===== src/rtl/motor_ctrl_pkg.sv =====
// Shared state encoding and default tuning constants for the motor current controller.
package motor_ctrl_pkg;

    localparam int unsigned DEFAULT_PWM_BITS        = 10;
    localparam int unsigned DEFAULT_SLEW_STEP       = 8;
    localparam logic [11:0] DEFAULT_OC_LIMIT        = 12'd3000;
    localparam int unsigned DEFAULT_OC_COUNT        = 3;
    localparam logic [23:0] DEFAULT_COOLDOWN_CYCLES = 24'd1000000;

    typedef enum logic [1:0] {
        StIdle,
        StRun,
        StFault,
        StCooldown
    } state_t;

endpackage


===== src/rtl/pwm_generator.sv =====
// Free-running PWM counter with registered compare output and a wrap strobe
// asserted while the counter sits at its maximum value.
module pwm_generator
    import motor_ctrl_pkg::*;
#(
    parameter int unsigned PWM_BITS = DEFAULT_PWM_BITS
) (
    input  logic                clk,
    input  logic                reset,
    input  logic [PWM_BITS-1:0] duty,
    input  logic                enable,
    output logic                pwm_out,
    output logic                wrap
);

    logic [PWM_BITS-1:0] cnt_q;

    assign wrap = (cnt_q == '1);

    always_ff @(posedge clk or posedge reset) begin
        if (reset) begin
            cnt_q   <= '0;
            pwm_out <= 1'b0;
        end else begin
            cnt_q   <= cnt_q + PWM_BITS'(1);
            pwm_out <= enable && (cnt_q < duty);
        end
    end

endmodule


===== src/rtl/motor_current_control.sv =====
// Motor current controller: torque request to PWM duty, overcurrent trip and cooldown.
// Optional slew limiting of duty changes is enabled by defining SLEW_LIMIT_EN.
module motor_current_control
    import motor_ctrl_pkg::*;
#(
    parameter int unsigned PWM_BITS        = DEFAULT_PWM_BITS,
    parameter int unsigned SLEW_STEP       = DEFAULT_SLEW_STEP,
    parameter logic [11:0] OC_LIMIT        = DEFAULT_OC_LIMIT,
    parameter int unsigned OC_COUNT        = DEFAULT_OC_COUNT,
    parameter logic [23:0] COOLDOWN_CYCLES = DEFAULT_COOLDOWN_CYCLES
) (
    input  logic                clk,
    input  logic                reset,
    input  logic [12:0]         AssistanceRequirement,
    input  logic                brake,
    input  logic [11:0]         current_sample,
    input  logic                current_valid,
    output logic                pwm_out,
    output logic [PWM_BITS-1:0] duty,
    output logic                motor_enable,
    output logic                fault
);

    localparam int unsigned OcW = $clog2(OC_COUNT + 1);

    // Without slew limiting the step bound is the full range, i.e. a direct load.
`ifdef SLEW_LIMIT_EN
    localparam logic [PWM_BITS-1:0] StepMax = PWM_BITS'(SLEW_STEP);
`else
    localparam logic [PWM_BITS-1:0] StepMax = '1;
`endif

    state_t              state_q, state_d;
    logic [PWM_BITS-1:0] duty_q, duty_d, diff;
    logic [OcW-1:0]      oc_cnt_q, oc_cnt_d;
    logic [23:0]         cd_q, cd_d;
    logic [PWM_BITS-1:0] target;
    logic                wrap, oc_over, oc_trip, clear_now, cd_done, pwm_enable;
    logic                unused_req_lsbs;

    assign unused_req_lsbs = ^AssistanceRequirement[2:0];

    assign target     = brake ? '0 : AssistanceRequirement[12 -: PWM_BITS];
    assign oc_over    = current_valid && (current_sample > OC_LIMIT);
    assign oc_trip    = oc_over && (oc_cnt_q >= OcW'(OC_COUNT - 1))
                        && ((state_q == StIdle) || (state_q == StRun));
    assign clear_now  = brake || oc_trip;
    assign cd_done    = (cd_q == COOLDOWN_CYCLES - 24'd1);
    // Gate the compare in the same cycle a brake or trip is seen so the drive drops next clock.
    assign pwm_enable = (state_q == StRun) && !clear_now;

    always_comb begin
        state_d = state_q;
        unique case (state_q)
            StIdle: begin
                if (oc_trip) state_d = StFault;
                else if (target != '0) state_d = StRun;
            end
            StRun: begin
                if (oc_trip) state_d = StFault;
                else if (wrap && (duty_q == '0) && (target == '0)) state_d = StIdle;
            end
            StFault:    state_d = StCooldown;
            StCooldown: if (cd_done && (target == '0)) state_d = StIdle;
            default:    state_d = StIdle;
        endcase
    end

    always_comb begin
        duty_d = duty_q;
        diff   = '0;
        if ((state_q != StRun) || clear_now) begin
            duty_d = '0;
        end else if (wrap) begin
            if (target >= duty_q) begin
                diff   = target - duty_q;
                duty_d = (diff > StepMax) ? duty_q + StepMax : target;
            end else begin
                diff   = duty_q - target;
                duty_d = (diff > StepMax) ? duty_q - StepMax : target;
            end
        end
    end

    always_comb begin
        oc_cnt_d = oc_cnt_q;
        if (current_valid) begin
            if (!oc_over) oc_cnt_d = '0;
            else if (oc_cnt_q < OcW'(OC_COUNT)) oc_cnt_d = oc_cnt_q + OcW'(1);
        end
        if ((state_d == StIdle) && (state_q != StIdle)) oc_cnt_d = '0;
    end

    always_comb begin
        cd_d = '0;
        if (state_q == StCooldown) cd_d = cd_done ? cd_q : cd_q + 24'd1;
    end

    always_ff @(posedge clk or posedge reset) begin
        if (reset) begin
            state_q  <= StIdle;
            duty_q   <= '0;
            oc_cnt_q <= '0;
            cd_q     <= '0;
        end else begin
            state_q  <= state_d;
            duty_q   <= duty_d;
            oc_cnt_q <= oc_cnt_d;
            cd_q     <= cd_d;
        end
    end

    pwm_generator #(
        .PWM_BITS(PWM_BITS)
    ) u_pwm (
        .clk    (clk),
        .reset  (reset),
        .duty   (duty_q),
        .enable (pwm_enable),
        .pwm_out(pwm_out),
        .wrap   (wrap)
    );

    assign duty         = duty_q;
    assign motor_enable = (state_q == StRun);
    assign fault        = (state_q == StFault) || (state_q == StCooldown);

endmodule


===== config.mk =====
export PLATFORM = sky130hd
export DESIGN_NAME = motor_current_control
export DESIGN_NICKNAME = d
export VERILOG_FILES = /design/src/rtl/motor_ctrl_pkg.sv /design/src/rtl/pwm_generator.sv /design/src/rtl/motor_current_control.sv
export SDC_FILE = /design/constraint.sdc
export NUM_CORES = 1
export LEC_CHECK = 0
export CAP_MARGIN = 20
export CORE_MARGIN = 2
export CORE_UTILIZATION = 37
export CTS_CLUSTER_SIZE = 24
export DETAILED_ROUTE_END_ITERATION = 7
export PLACE_DENSITY = 0.62
export SLEW_MARGIN = 20
export SYNTH_ARGS = -nofsm -noshare
export SYNTH_HDL_FRONTEND = slang
export SYNTH_SLANG_ARGS = --single-unit

===== constraint.sdc =====
create_clock -name clk -period 1.7 [get_ports clk]
set_input_delay 0.34 -clock clk [delete_from_list [all_inputs] [get_ports clk]]
set_output_delay 0.34 -clock clk [all_outputs]
set_load 0.05 [all_outputs]

# [After elaboration in Yosys (flattened, before gate mapping)]
# Index checks and enable logic that the tools add are counted.
[totals] register_bits=49 latch_bits=0 ramBits=0 rom_bits=0 wordCells=69 mem_count=0
[op_classes] n_addsub=7 n_mul=0 div_mod_pow=0 n_lt_le_gt_ge=7 n_eq_ne=8 shift=0 n_mux=18 bitwise_logic=0 n_reduce_logical=23
[op_table] op="2-to-1 mux 10 bit" count=6
[op_table] op="2-to-1 mux 24 bit" count=2
[op_table] op="adder 24 x 1 -> 24 bit, second input constant" count=1
[op_table] op="== test 24 x 20 -> 1 bit, second input constant" count=1
[op_table] op="> comparator 10 bit, second input constant" count=2
[op_table] op="zero test 10 bit" count=2
[op_table] op="subtractor 10 bit" count=2
[op_table] op="2-to-1 mux 2 bit" count=9
[op_table] op="> comparator 12 bit, second input constant" count=1
[op_table] op="adder 10 x 1 -> 10 bit, second input constant" count=1
[op_table] op="adder 10 bit, second input constant" count=1
[op_table] op="== test 10 bit, second input constant" count=1
[op_table] op=">= comparator 10 bit" count=1
[op_table] op="< comparator 10 bit" count=1
[op_table] op="nonzero test 10 bit" count=1
[op_table] op="subtractor 10 bit, second input constant" count=1
[op_table] op="logical AND 1 bit" count=9
[op_table] op="one-hot mux 2 bit (4 select lines)" count=1
[op_table] op="nonzero test 2 bit" count=3
[op_table] op="== test 2 bit, second input constant" count=2
[op_table] op="zero test 2 bit" count=2
[op_table] op="logical OR 1 bit" count=4
[op_table] op="!= test 3 x 1 -> 1 bit, second input constant" count=1
[op_table] op="adder 2 x 1 -> 2 bit, second input constant" count=1
[op_table] op="7 further kinds" count=7

# [Longest topological paths before layout]
# Gate-level depths: netlist of run 1.
[logic_depth] ltp_word=10 mapped_depth=7 mapped_depth_nobuf=7

# [Cells and area by module]
# A second synthesis of run 1 with hierarchy kept.
[hier_totals] cells_unflattened=274 hier_area_um2=2671.3
[modules_own_cells] module="motor_current_control" n_inst=1 cells_each=206 area_each_um2=2001.9 seq_area_each_um2=950.9
[modules_own_cells] module="pwm_generator" n_inst=1 cells_each=68 area_each_um2=669.4 seq_area_each_um2=275.3

# [Worst setup path before layout of run 1]
# No wires, ideal clock.
[synth_timing] path_type="input-to-reg" from="input AssistanceRequirement[7]" to="register oc_cnt_q[0]" setup_ps=124 arrival_ps=1645 required_ps=1576 slack_ps=-69 stages=5 path_cell_list="or4_4 > o41ai_2 > nor4b_4 > a32o_2 > nor3_1"
[synth_via] elab_chain_cells=10
[synth_rtl] element="start, declared" line_no="motor_current_control.sv:14" source="input logic [12:0] AssistanceRequirement,"
[synth_rtl] element="2-to-1 mux 10 bit (*)" line_no="motor_current_control.sv:43" source="assign target = brake ? '0 : AssistanceRequirement[12 -: PWM_BITS];"
[synth_rtl] element="zero test 10 bit" line_no="motor_current_control.sv:61, motor_current_control.sv:64"
[synth_rtl] element="logical AND 1 bit" line_no="motor_current_control.sv:61" source="else if (wrap && (duty_q == '0) && (target == '0)) state_d = StIdle;"
[synth_rtl] element="2-to-1 mux 2 bit" line_no="motor_current_control.sv:61"
[synth_rtl] element="2-to-1 mux 2 bit" line_no="motor_current_control.sv:60" source="if (oc_trip) state_d = StFault;"
[synth_rtl] element="one-hot mux 2 bit (4 select lines) (*)" line_no="motor_current_control.sv:54" source="unique case (state_q)"
[synth_rtl] element="zero test 2 bit (*)" line_no="motor_current_control.sv:91" source="if ((state_d == StIdle) && (state_q != StIdle)) oc_cnt_d = '0;"
[synth_rtl] element="logical AND 1 bit (*)" line_no="motor_current_control.sv:91"
[synth_rtl] element="!= test 3 x 1 -> 1 bit (no source line) or nonzero test 2 bit (tied branches)"
[synth_rtl] element="AND reduction 2 bit (no source line)"
[synth_rtl] element="end signal, assigned" line_no="motor_current_control.sv:108" source="oc_cnt_q <= oc_cnt_d;"
[synth_rtl] element="end, declared" line_no="motor_current_control.sv:35" source="logic [OcW-1:0] oc_cnt_q, oc_cnt_d;"
# Every way passes the cells marked *; elsewhere a longest branch is shown, timed or not.
# A chain may end at the register's enable or synchronous reset.

# [Worst setup path after layout of run 1]
[layout_timing] from="register cd_q[6]" to="register cd_q[23]"
[layout_via] elab_chain_cells=3
[layout_rtl] element="start, declared" line_no="motor_current_control.sv:36" source="logic [23:0] cd_q, cd_d;"
[layout_rtl] element="start signal, assigned" line_no="motor_current_control.sv:104" source="cd_q <= '0;"
[layout_rtl] element="start signal, assigned" line_no="motor_current_control.sv:109" source="cd_q <= cd_d;"
[layout_rtl] element="adder 24 x 1 -> 24 bit" line_no="motor_current_control.sv:96" source="if (state_q == StCooldown) cd_d = cd_done ? cd_q : cd_q + 24'd1;"
[layout_rtl] element="2-to-1 mux 24 bit (2 in a row)" line_no="motor_current_control.sv:96"
# Several ways; a longest one is shown, not always the timed one. The select of a mux whose other input is x is not followed.

==> flow_summary.toml, run 1 <==
[status]
outcome = "complete, but fails checks"
violations = "setup timing"

[setup_path]
worst_path_largest_cell_delay_ns = 0.42
worst-setup-path-type = "register to register"
r2r_start = "cd_q[6]"
crit_path_start_kind = "register"
timing.critical_path.required_ns = 1.90
crit_top_cell = "sky130_fd_sc_hd__buf_4"
cp.depth = 8
crit_path_top_delay_cell = "sky130_fd_sc_hd__dfrtp_1"
setup.worst_path.start = "cd_q[6]"
crit_fanout = 11
crit_end_category = "register"
worst-endpoint-arrival_ns = 1.91
path_buf_inv = 3
worstRegToRegCells = 8
top_family_by_delay_on_critical_path = "simple AND/OR/NAND/NOR gates"
path_cells = "buf_4, buf_4, and3_1, nand3_1, buf_4, nor4_1, xnor2_1, nor2_1"

[global_routing]
grt_first_pass_wirelength_microns = 11300
number_of_global_route_vias_before_repair = 2376
global_route.overflow_total = 0
antenna_found_initial = 0
grt_util_all_layers = 0.169
grt_max_degree = 50

[clocking]
cts-buffers-inserted = 5
tritoncts = "built"
clock_tree.htree_level_count = 2
cts_hold_buffers = 0
clk_root_buffer_cell = "sky130_fd_sc_hd__clkbuf_8"
cts.sinks = 49
clkSlewWorstSetupHoldPaths_ns = 0.09
clk-insertion-delay-late_ns = 0.30
clock_path_buffers = 2

[sta]
finalWorstPathRequiredPeriod_ns = 1.71
rsz0062_at_grt = "true"
final.setup.worst_slack_ns = -0.00878
report.final.setup_viol = 2
fin_hold_ws_ns = 0.317
post-route-period-util = 1.01
slew_viol_final = 0
headroom_to_the_max_slew_limit = 0.758
finalHoldViolations = 0
maxClockFrequency_ghz = 0.585
clock_skew_ns = 0.00794
tightestPinTransition_ns = 0.360
setup_tns_ns = -0.0157

[floorplan]
floorplan.die.width_microns = 89.7
die_y_microns = 89.7
row_count = 31
start_util = 0.379
num_io_pins = 42
die-area_sq_um = 8050
core-area_sq_um = 7180

[finish]
fin_util = 0.519
regArea_sq_um = 1230
area_growth_syn_to_layout_pct = 37.1
antennaDiodeCount = 0
drive_gt1_frac = 0.243
multi_input_comb_area_sq_um = 1460
n_fill_cell = 656
nets = 409

[synth]
synth_top_area_share = 0.451
netlist-cell-type-count = 47
postSynthRegisterBits = 49
synth_edf_count = 0
syn_nets = 327
syn-instance-count = 284
post_synth_most_frequent_cells = "49 x sky130_fd_sc_hd__dfrtp_1, 41 x sky130_fd_sc_hd__nor2_1, 21 x sky130_fd_sc_hd__inv_1"
synth.cell_area_sq_um = 2720
synthMostInstantiatedCell = "sky130_fd_sc_hd__dfrtp_1"
syn_avg_cell_area_sq_um = 9.57
synthDominantAreaCellType = "sky130_fd_sc_hd__dfrtp_1"
synth-main-ff-cell = "sky130_fd_sc_hd__dfrtp_1"
ys_async_sr_fraction = 1.00
synth_seq_area_share = 0.451
ys.warnings.count = 0
synth.top_cells.by_area = "sky130_fd_sc_hd__dfrtp_1 45%, sky130_fd_sc_hd__ha_1 6.4%, sky130_fd_sc_hd__xnor2_1 6.1%"

[routing]
drt_pre_antenna_iters = 4
drcViolationCount = 0
detailroute.via_count = 2325
final_antenna_net_count = 0
drt-total-wl_microns = 6480
detail_route.wl_per_cell_microns = 13.9
drt-initial-drc-count = 102
post_drt_via_cell_ratio = 4.99

[place]
dp_worst_setup_slack_ns = -0.656
place_congestion = 0.768
dp_hpwl_microns = 4750
buffers_added_on_ports = 38

[power_and_ir_drop]
share_seq_of_total_power = 0.481
power.share.combinational = 0.157
power_per_cell_area_nw_per_um2 = 724
power_frac_clock = 0.362
power.internal_mw = 2.05
power.leakage_nw = 1.65
vdd_ir_drop_max_v = 0.000344
p_sw_mw = 0.649
swShare = 0.241
power_mw = 2.70

[hold_path]
hold_class = "input port to register"
timing.hold.worst_path_depth = 3
hold_path.startpoint = "AssistanceRequirement[3]"

[job]
maxCapViolCount = 0
## logic make-up (layout without fill, tap and decap cells)
logic type | Yosys count | count (layout) | synth area share
adder cells (fa/ha/maj) | 14 | 14 | 0.0645
multiplexers | 11 | 11 | 0.0405
flip-flops | 49 | 49 | 0.451
AO/OA/AOI/OAI | 32 | 32 | 0.0838
AND/OR/NAND/NOR | 123 | 123 | 0.236
XOR/XNOR | 26 | 26 | 0.0838
buffers and inverters | 29 | 112 | 0.0405
## worst paths after layout
kind                                  end  slack, ns
min in group asynchronous         duty[2]       0.39
setup reg to reg                 cd_q[23]     -0.009
setup / recovery                 cd_q[23]     -0.009
hold / removal                    duty[0]       0.32
hold reg to reg            u_pwm.cnt_q[1]       0.51
max in group asynchronous         cd_q[3]       1.09
## repair_timing
action / CTS / global route
endpoints found under the setup margin: 12 / 18
pin swaps: 6 / 9
resized for setup: 29 / 12
buffers inserted: 2 / 1
## cell usage in the layout (no fill, tap or decap), drive strengths merged, types with 5 or more instances in the layout
cell type	n
dfrtp	49
xnor2	19
ha	14
clkbuf	5
nand2	17
nand4	5
clkdlybuf4s50	13
inv	21
nor2	41
nand3	15
nor4	5
o21ai	5
mux2i	11
buf	60
xor2	7
a21oi	8
nor3	14
## final cells by class
cell class / count / area share
multi-input cells: 206 / 0.391
clock buffers: 5 / 0.0185
clock inverters: 3 / 0.0175
repair buffers: 82 / 0.189
well taps: 99 / 0.0332
inverters: 22 / 0.0222
flip-flops and latches: 49 / 0.329
## tightest hold or removal path: stages
cell,delay (ns)
sky130_fd_sc_hd__buf_2,0.11
sky130_fd_sc_hd__mux2i_1,0.07
sky130_fd_sc_hd__nor2_1,0.07
## power groups by stage
stage / logic, mW / registers, mW / clock network, mW
final: 0.424 / 1.30 / 0.976
after global routing: 0.475 / 1.31 / 1.06
after CTS: 0.409 / 1.30 / 1.00
after detailed placement: 0.384 / 1.32 / 0
after global placement: 0.374 / 1.32 / 0
after floorplan: 0.172 / 1.32 / 0
## flip-flops by register name, indices dropped and copies added (netlist names)
signal and count:
cd_q 24, u_pwm.pwm_out 1, duty 10, u_pwm.cnt_q 10, state_q 2, oc_cnt_q 2
## layer usage
metal | GRT usage | share of wire | wire (microns) | up-vias
met5 | 0 | 0 | 0 | -
met4 | 0.0372 | 0.0091 | 59 | 0
li1 | - | - | - | 1157
met2 | 0.289 | 0.49 | 3170 | 55
met3 | 0.0386 | 0.043 | 277 | 6
met1 | 0.220 | 0.46 | 2970 | 1107
## per-stage QoR
stage / cell area, sq um / std cells
floorplan: 2720 / 284
global placement: 3510 / 455
detailed placement: 3510 / 455
CTS: 3680 / 465
global route: 3730 / 466
finish: 3730 / 466
No activity file was read; power rests on OpenSTA's default activity.
==> run 2, diff against run 1 <==
--- a/config.mk
+++ b/config.mk
@@ -10,8 +10,8 @@
 export CORE_UTILIZATION = 37
 export CTS_CLUSTER_SIZE = 24
 export DETAILED_ROUTE_END_ITERATION = 7
-export PLACE_DENSITY = 0.62
-export SLEW_MARGIN = 20
+export PLACE_DENSITY = 0.71
+export SLEW_MARGIN = 0
 export SYNTH_ARGS = -nofsm -noshare
 export SYNTH_HDL_FRONTEND = slang
 export SYNTH_SLANG_ARGS = --single-unit
==> flow_summary.toml, run 2 (synthesis results as in run 1) <==
[status]
outcome = "complete, no violations"

[sta]
fin_hold_ws_ns = 0.288
headroom_to_the_max_slew_limit = 0.781
finalHoldViolations = 0
tightestPinTransition_ns = 0.324
report.final.setup_viol = 0
post-route-period-util = 0.981
rsz0062_at_grt = "true"
final.setup.worst_slack_ns = 0.0323
finalWorstPathRequiredPeriod_ns = 1.67
slew_viol_final = 0
clock_skew_ns = 0.0136
setup_tns_ns = 0
maxClockFrequency_ghz = 0.600

[place]
dpl.cell_count = 456
dp_hpwl_microns = 4600
dp_worst_setup_slack_ns = -0.635
place_congestion = 0.811
buffers_added_on_ports = 38
placement.cell_area_sq_um = 3520

[floorplan]
die_y_microns = 89.7
start_util = 0.379
num_io_pins = 42
core-area_sq_um = 7180
floorplan.die.width_microns = 89.7
row_count = 31
die-area_sq_um = 8050

[power_and_ir_drop]
swShare = 0.278
p_sw_mw = 0.675
power.share.combinational = 0.171
power_per_cell_area_nw_per_um2 = 645
power_mw = 2.43
power.internal_mw = 1.76
share_seq_of_total_power = 0.534
power_frac_clock = 0.295
vdd_ir_drop_max_v = 0.000339
power.leakage_nw = 1.67

[clocking]
clk_root_buffer_cell = "sky130_fd_sc_hd__clkbuf_8"
clkSlewWorstSetupHoldPaths_ns = 0.10
clk-insertion-delay-late_ns = 0.31
cts-buffers-inserted = 5
clock_tree.htree_level_count = 2
clock_path_buffers = 2
tritoncts = "built"
cts.sinks = 49
cts_hold_buffers = 0

[routing]
drt_pre_antenna_iters = 4
detail_route.wl_per_cell_microns = 13.6
detailroute.via_count = 2357
drt-total-wl_microns = 6400
drt-initial-drc-count = 158
drcViolationCount = 0
post_drt_via_cell_ratio = 5.03
final_antenna_net_count = 0

[finish]
mostFrequentLayoutCells = "56 x sky130_fd_sc_hd__buf_4, 48 x sky130_fd_sc_hd__dfrtp_1, 40 x sky130_fd_sc_hd__nor2_1"
largest_register = "cd_q"
multi_input_comb_area_sq_um = 1520
antennaDiodeCount = 0
final_common_cell = "sky130_fd_sc_hd__buf_4"
drive_gt1_frac = 0.278
fin_util = 0.526
n_fill_cell = 654
largest_register_ff_count = 24
finish.cell_count_without_fillers = 469
area_growth_syn_to_layout_pct = 38.8
post_layout_inst_area_sq_um = 3770
nets = 412
regArea_sq_um = 1230

[setup_path]
path_buf_inv = 1
crit_end_category = "register"
top_family_by_delay_on_critical_path = "simple AND/OR/NAND/NOR gates"
r2r_start = "cd_q[9]"
path_cells = "buf_6, or4_4, o41ai_4, nor4b_4, a32o_2, a31oi_1"
worst_path_largest_cell_delay_ns = 0.55
crit_path_top_delay_cell = "sky130_fd_sc_hd__or4_4"
worst-endpoint-arrival_ns = 1.85
crit_fanout = 2
setup.worst_path.start = "AssistanceRequirement[8]"
worst-setup-path-type = "input port to register"
timing.critical_path.required_ns = 1.89
crit_path_start_kind = "input port"

[global_routing]
globalRouteMet2Util = 0.256
grt_max_degree = 50
grt_util_met3 = 0.0386
number_of_global_route_vias_before_repair = 2303
antenna_found_initial = 0
global_route.peak_usage_layer = "met2"
grt_use_met1 = 0.207
global_route.overflow_total = 0
grt_util_all_layers = 0.156
grt_first_pass_wirelength_microns = 10500

[hold_path]
hold_path.startpoint = "AssistanceRequirement[6]"
hold_class = "input port to register"

[job]
maxCapViolCount = 0
-- run 2: worst reg2reg max path: stages (launching register included) --
cell and delay (ns):
sky130_fd_sc_hd__dfrtp_1 0.41, sky130_fd_sc_hd__nor4b_2 0.17, sky130_fd_sc_hd__buf_4 0.14, sky130_fd_sc_hd__nand2_2 0.10, sky130_fd_sc_hd__nor3_4 0.05, sky130_fd_sc_hd__buf_6 0.13, sky130_fd_sc_hd__or4_1 0.46, sky130_fd_sc_hd__a21oi_1 0.13
-- run 2: timing repair --
item                       4_1_cts  5_1_grt
buffers inserted                 1        4
resized for setup               22       33
pin swaps                        6       12
setup endpoints to repair       12       18
-- run 2: power groups by stage --
| stage | clock [mW] | sequential [mW] | combinational, mW |
|---|---|---|---|
| final | 0.716 | 1.30 | 0.416 |
| after global routing | 0.783 | 1.31 | 0.460 |
| after CTS | 0.731 | 1.30 | 0.380 |
| after detailed placement | 0 | 1.32 | 0.377 |
| after global placement | 0 | 1.31 | 0.368 |
| after floorplan | 0 | 1.32 | 0.172 |
-- run 2: metal layers --
metal	part of all wire	wire [microns]	vias to the layer above
met1	0.45	2860	1134
met3	0.046	292	6
met2	0.49	3170	51
li1	-	-	1166
met5	0	0	-
met4	0.013	82	0
-- run 2: area by class of cell --
| cell class | instances | area share |
|---|---|---|
| inverter | 22 | 0.0219 |
| sequential | 49 | 0.325 |
| multi-input combinational | 206 | 0.402 |
| clock inverter | 3 | 0.00664 |
| timing repair buffer | 85 | 0.192 |
| clock buffer | 5 | 0.0182 |
| tap | 99 | 0.0328 |
-- run 2: final timing paths --
check,end,slack (ns),depth (start not counted)
max,oc_cnt_q[1],0.03,6
min,duty[3],0.29,3
max reg2reg,cd_q[5],0.04,7
min in group asynchronous,u_pwm.cnt_q[4],0.38,3
max in group asynchronous,cd_q[6],1.06,3
min reg2reg,u_pwm.cnt_q[9],0.52,1
